<file path="src/rtl/proc.sv">
// Single-cycle 4-bit demo core running a fixed Fibonacci program from internal ROM.
// Optional per-cycle trace printout is compiled in when PROC_TRACE_EN is defined.
module proc (
  input  logic       clk,
  input  logic       reset,
  output logic [3:0] pc,
  output logic [3:0] result
);

  typedef enum logic [1:0] {
    OP_NOP = 2'b00,
    OP_LI  = 2'b01,
    OP_ADD = 2'b10,
    OP_JMP = 2'b11
  } op_e;

  logic [3:0] pc_q, pc_d;
  logic [3:0] result_q, result_d;
  logic [3:0] rf_q [4];
  logic [3:0] rf_d [4];

  logic [7:0] instr;
  op_e        op;
  logic [1:0] rd, rs1, rs2;
  logic [3:0] imm;
  logic [3:0] rs1_val, rs2_val;

  always_comb begin
    case (pc_q)
      4'd0:    instr = 8'h50;  // li  r1,0
      4'd1:    instr = 8'h61;  // li  r2,1
      4'd2:    instr = 8'h9A;  // add r1,r2,r2
      4'd3:    instr = 8'hA6;  // add r2,r1,r2
      4'd4:    instr = 8'h96;  // add r1,r1,r2
      4'd5:    instr = 8'hA6;
      4'd6:    instr = 8'h96;
      4'd7:    instr = 8'hA6;
      4'd8:    instr = 8'hC8;  // jmp 8
      default: instr = 8'h00;
    endcase
  end

  assign op  = op_e'(instr[7:6]);
  assign rd  = instr[5:4];
  assign rs1 = instr[3:2];
  assign rs2 = instr[1:0];
  assign imm = instr[3:0];

  assign rs1_val = (rs1 == 2'd0) ? 4'd0 : rf_q[rs1];
  assign rs2_val = (rs2 == 2'd0) ? 4'd0 : rf_q[rs2];

  always_comb begin
    pc_d     = pc_q + 4'd1;
    result_d = result_q;
    rf_d     = rf_q;
    case (op)
      OP_LI: begin
        rf_d[rd] = imm;
        result_d = imm;
      end
      OP_ADD: begin
        rf_d[rd] = rs1_val + rs2_val;
        result_d = rs1_val + rs2_val;
      end
      OP_JMP:  pc_d = imm;
      default: ;
    endcase
    // r0 is hardwired; a write to it only lands on result
    rf_d[0] = 4'd0;
  end

  always_ff @(posedge clk) begin
    if (reset) begin
      pc_q     <= 4'd0;
      result_q <= 4'd0;
      for (int i = 0; i < 4; i++) rf_q[i] <= 4'd0;
    end else begin
      pc_q     <= pc_d;
      result_q <= result_d;
      rf_q     <= rf_d;
    end
  end

`ifdef PROC_TRACE_EN
  always @(posedge clk) begin
    if (!reset)
      $display("proc trace: pc=%0d instr=%02h op=%s result=%0d",
               pc_q, instr, op.name(), result_q);
  end
`endif

  assign pc     = pc_q;
  assign result = result_q;

endmodule

</file>
<file path="config.mk">
export PLATFORM = sky130hd
export DESIGN_NAME = proc
export DESIGN_NICKNAME = d
export VERILOG_FILES = /design/src/rtl/proc.sv
export SDC_FILE = /design/constraint.sdc
export NUM_CORES = 1
export LEC_CHECK = 0
export ABC_AREA = 1
export CORE_MARGIN = 1.5
export CORE_UTILIZATION = 25
export CTS_CLUSTER_DIAMETER = 200
export CTS_CLUSTER_SIZE = 16
export DETAILED_ROUTE_END_ITERATION = 8
export SYNTH_ARGS = -nofsm -noshare
export SYNTH_HDL_FRONTEND = slang
export SYNTH_SLANG_ARGS = --single-unit
export TNS_END_PERCENT = 50
</file>
<file path="constraint.sdc">
create_clock -name clk -period 2.75 [get_ports clk]
set_input_delay 0.55 -clock clk [delete_from_list [all_inputs] [get_ports clk]]
set_output_delay 0.55 -clock clk [all_outputs]
set_load 0.05 [all_outputs]
</file>
==> impl_results.md <==
- CTS buffer count: 3
- DR iter-0 viols: 29
- Routed vias/inst: 4.452
- Slew @ Worst Pin: 0.5011 ns
- Syn_nets: 218
- Mapped Avg Cell Area: 7.082 µm²
- Post-synthesis sequential area ratio: 37.87%
- Total setup buffers inserted after CTS: 0
- Max rail drop VDD: 0.0005201 V
- Post-Synth Adder-Cell Area: 6.424%
- Post-synth EDFFs: 0
- Primary FF master, synth: dfxtp_1
- End of the critical path: rf_q[6]
- Remaining DRCs: 0
- Post-synth top area cell: dfxtp_1
- Dominant cells by area after synthesis: dfxtp_1, nand2_1, inv_1, o21ai_0, a21oi_1
- Initial core utilization: 26.39%
- Simple-Gate Fraction of Synth Area: 25.95%
- Htree depth: 1
- CTS Sinks: 28
- Yosys top cell area share: 37.87%
- Largest net degree at the start of global routing: 16
- Status: finished clean
- Int Pwr: 1034 µW
- Setup slack, reg-to-reg: 0.62 ns
- Critical path class: flip-flop to flip-flop
- RSZ-0062 raised after global routing: no
- Crit path launch type: flip-flop
- Sequential share of power: 34.8%
- Area Overhead vs Synth: 14.96%
- Most frequent cell after synthesis: nand2_1
- Fmax: 469.9 MHz
- Initial antenna violation count: 0
- IO buf count: 9
- Post-DP HPWL: 2.563 mm
- Wire length per cell: 11.05 µm
- Final WL: 3.228 mm
- Tmin final: 2.128 ns
- First-pass GRT wire length: 5.526 mm
- DR pass1 iterations: 5
- Routed Antenna Nets: 0
- Ant diodes: 0
- Clock root cell: clkbuf_8
- Async set or reset register ratio after synthesis: 0%
- Clock power share: 12.8%
- FF-to-FF End: rf_q[6]
- Hold Path Origin: rf_q[8]
- Via count of the first global-routing pass: 1,162
- Worst Setup End Kind: flip-flop
- Worst-path fanout max: 12
- CTS tree: built
- CTS Buffer Depth: 2
- Static leakage: 0.0008073 µW
- Layout cells sized above 1: 11.82%
- Nets@finish: 230
- Die area: 6391 µm²
- Clk Latency, worst-skew pair: 0.27 ns
- Fin crit share: 77.38%
- Io pins: 10
- Hold buffers post-CTS: 0
- Synth warnings: 0
- Mapped Area: 1480 µm²
- Distinct cell type count after synthesis: 23
- Rows: 27
- Xor and xnor area share after synthesis: 1.183%
- Die H: 79.95 µm
- Worst slew margin: 66.49%
- Critical Path RT: 2.98 ns
- Synth Register Bits: 28
- Psw: 951.3 µW
- Max Cap Violations: 0
- R2r startpoint: instr[2]
- Worst-path clk slew: 0.09 ns
- Cell Pwr Density: 1167 nW/µm²
- Final RePlAce weighted congestion: 0.8425
- Hold Path Class: flip-flop to flip-flop
- Compound-Gate Fraction of Synth Area: 17.50%
- Vias: 1,300
- Worst r2r path cells: 9
- Largest family of logic cells by synthesized area: simple AND/OR/NAND/NOR gates
- Synth top cells by count: nand2_1, dfxtp_1, inv_1
- Final-report setup violation count: 0
- Layout Skew: 0.001917 ns
- Gr ovfl total: 0
- Gates resized, CTS repair: 0
- Core ar.: 5608 µm²
- CP Launch Point: instr[2]
- Logic pwr share: 52.4%
- Final hold vios: 0
- Final Core Density: 30.34%
- Synth Instances: 209
- Setup TNS: 0 ns
- Max Slew Vio Count: 0
- Total Routing Usage GR: 11.13%
- DP Area: 1647 µm²
- Data arrival, critical path: 2.35 ns
- Final Instance Area: 1702 µm²
- Post-synthesis mux area share: 0%
- Die width: 79.95 µm
- Net Sw Frac: 47.92%
## critical path, stage by stage (launching register included)
cell	delay [ns]
dfxtp_1	0.43
inv_2	0.13
o21ai_0	0.17
o31ai_1	0.10
ha_1	0.23
fa_1	0.39
xnor2_1	0.13
o21ai_0	0.32
o21ai_0	0.13
inv_1	0.07
## metrics by stage
stage / hold slack (ns) / power (µW) / cells / worst slack (ns)
global route: 0.5373 / 2165 / 292 / 0.3397
detailed placement: 0.5005 / 1743 / 288 / 0.6290
global placement: 0.5060 / 1737 / 288 / 0.6856
finish: 0.5142 / 1985 / 292 / 0.6219
CTS: 0.5177 / 1999 / 292 / 0.6048
floorplan: 0.4489 / 1477 / 209 / 0.8083
## area by class of cell
type,count,area (µm²)
clock buffers,4,55.05
repair buffers,10,97.59
flip-flops and latches,28,560.5
multi-input cells,140,755.7
inverters,38,142.6
well taps,72,90.09
fillers,625,3906
## metal layers
metal  GRT usage (%)  wire [µm]  up-vias
li1                -          -      694
met3           2.057        138        7
met5               0          0        -
met1           15.52       1620      566
met4           5.000         59        0
met2           16.47       1409       33
## how the worst min path moves through the flow
stage,to,cells after the start
after floorplan,rf_q[8],2
after global placement,rf_q[5],2
after detailed placement,rf_q[9],2
after CTS,rf_q[9],2
after global routing,rf_q[9],2
final,rf_q[8],2
## cells in the final DEF (no fill, tap or decap), types with 6 or more instances in the layout
cell type / n
inv_2: 10
clkdlybuf4s50_1: 9
nand3_1: 12
a21oi_1: 17
o21ai_0: 19
nor2_1: 21
inv_1: 28
o31ai_1: 7
dfxtp_1: 28
nand2_1: 40
ha_1: 6
## power by group through the flow
stage	clock (µW)	combinational [µW]	sequential (µW)
3_5_place_dp	0	1040	701
5_1_grt	278	1180	711
4_1_cts	263	1040	691
6_report	254	1040	691
2_1_floorplan	0	664	813
3_3_place_gp	0	1040	696
## sequential cells by signal, indices dropped and copies added (netlist names)
signal  cells
rf_q       12
instr       8
pc          4
result      4
## logic make-up after synthesis
| kind of cell | count (synthesis) |
|---|---|
| XOR/XNOR | 2 |
| flip-flops | 28 |
| adder cells (fa/ha/maj) | 7 |
| AND/OR/NAND/NOR | 84 |
| AO/OA/AOI/OAI | 47 |
| buffers and inverters | 41 |
No activity file was read; power rests on OpenSTA's default activity.
==> RTL edit (config.mk and constraints unchanged) <==
Register the output `pc` once more, without a reset; this adds one clock of latency there. The other outputs are not delayed to match.
--- a/src/rtl/proc.sv
+++ b/src/rtl/proc.sv
@@ -90,5 +90,7 @@
 `endif
 
-  assign pc     = pc_q;
+  always_ff @(posedge clk) begin
+    pc <= pc_q;
+  end
   assign result = result_q;
 
Behaviour: not the same (a bounded check fails within 4 cycles, from zero or initial values and one cycle with reset high).
==> RTL edit against the original RTL <==
Final cell count increased by 4.8%. Clock power increased by 74%. Design area increased by 8.2%. Wire length increased by 7.4%. Worst setup slack got worse by 0.21 ns. Critical endpoint is now result[2]. Area after synthesis increased by 6.5%. Sequential cell count increased by 4. Power increased by 16%.
==> RTL edit: results <==
{
  "status": "completed",
  "reg2reg_depth": 11,
  "cp-endpoint": "result[2]",
  "crit_start": "instr[0]",
  "worst_pin_slew_ns": 0.494,
  "min_to": "pc[3]",
  "ir_drop_v": 0.000619,
  "min_from": "pc_q[3]",
  "synth_xor_area_share_pct": 1.11,
  "hold_depth": 0,
  "synth_common_cells": "42 x nand2_1, 32 x dfxtp_1, 30 x inv_1",
  "dp_hpwl_um": 2650,
  "cts_buffers": 5,
  "grt_max_degree": 11,
  "drt_iter0_drc": 27,
  "grt_pass1_vias": 1291,
  "cp_data_arrival_time_ns": 2.56,
  "synth_nets": 226,
  "globalRouteTotalUtil_pct": 12.1,
  "drive_above_1_share_pct": 10.8,
  "place.gp.congestion": 0.806,
  "rrSetupSlack_ns": 0.42,
  "grt_pass1_wl_um": 6110,
  "synthAdderAreaFrac_pct": 6.03,
  "wl_um": 3470,
  "htree_levels": 2
}
==> RTL edit: cell count changes after synthesis, sizes merged, moves of 2 or more <==
| cell | before | now |
|---|---|---|
| dfxtp | 28 | 32 |
| nand2 | 42 | 45 |
| nand3 | 15 | 17 |
| nor2 | 23 | 21 |
| o211ai | 0 | 2 |
| o31ai | 7 | 5 |
==> RTL edit: power breakdown <==
group	switching [W]	internal, W
clock	0.000174	0.000269
sequential	0.000138	0.000654
combinational	0.000719	0.000351
total	0.00103	0.00127
==> RTL edit: per-layer routing <==
layer  vias up  part of all wire [%]  global-route usage [%]
li1        718                     -                       -
met1       608                    50                    15.6
met2        20                    45                    18.6
met3        11                   2.5                    3.08
met4         0                   3.1                    6.10
met5         -                     0                       0
==> RTL edit: area by class of cell <==
| class | count | area (µm²) |
|---|---|---|
| clock buffers | 6 | 72.6 |
| clock inverters | 2 | 35.0 |
| fillers | 635 | 4150 |
| inverters | 40 | 160 |
| multi-input cells | 140 | 734 |
| flip-flops and latches | 32 | 641 |
| well taps | 75 | 93.8 |
| repair buffers | 11 | 105 |
==> RTL edit: through the flow <==
step / util, % / std cells / instance area [µm²] / hold WS, ns / setup WS, ns
2_1_floorplan: - / 217 / 1580 / 0.351 / 0.816
3_3_place_gp: 28.9 / 298 / 1730 / 0.366 / 0.447
3_5_place_dp: 28.9 / 298 / 1730 / 0.366 / 0.449
4_1_cts: 30.7 / 306 / 1840 / 0.377 / 0.420
5_1_grt: 30.7 / 306 / 1840 / 0.385 / 0.0668
6_report: 30.7 / 306 / 1840 / 0.378 / 0.416
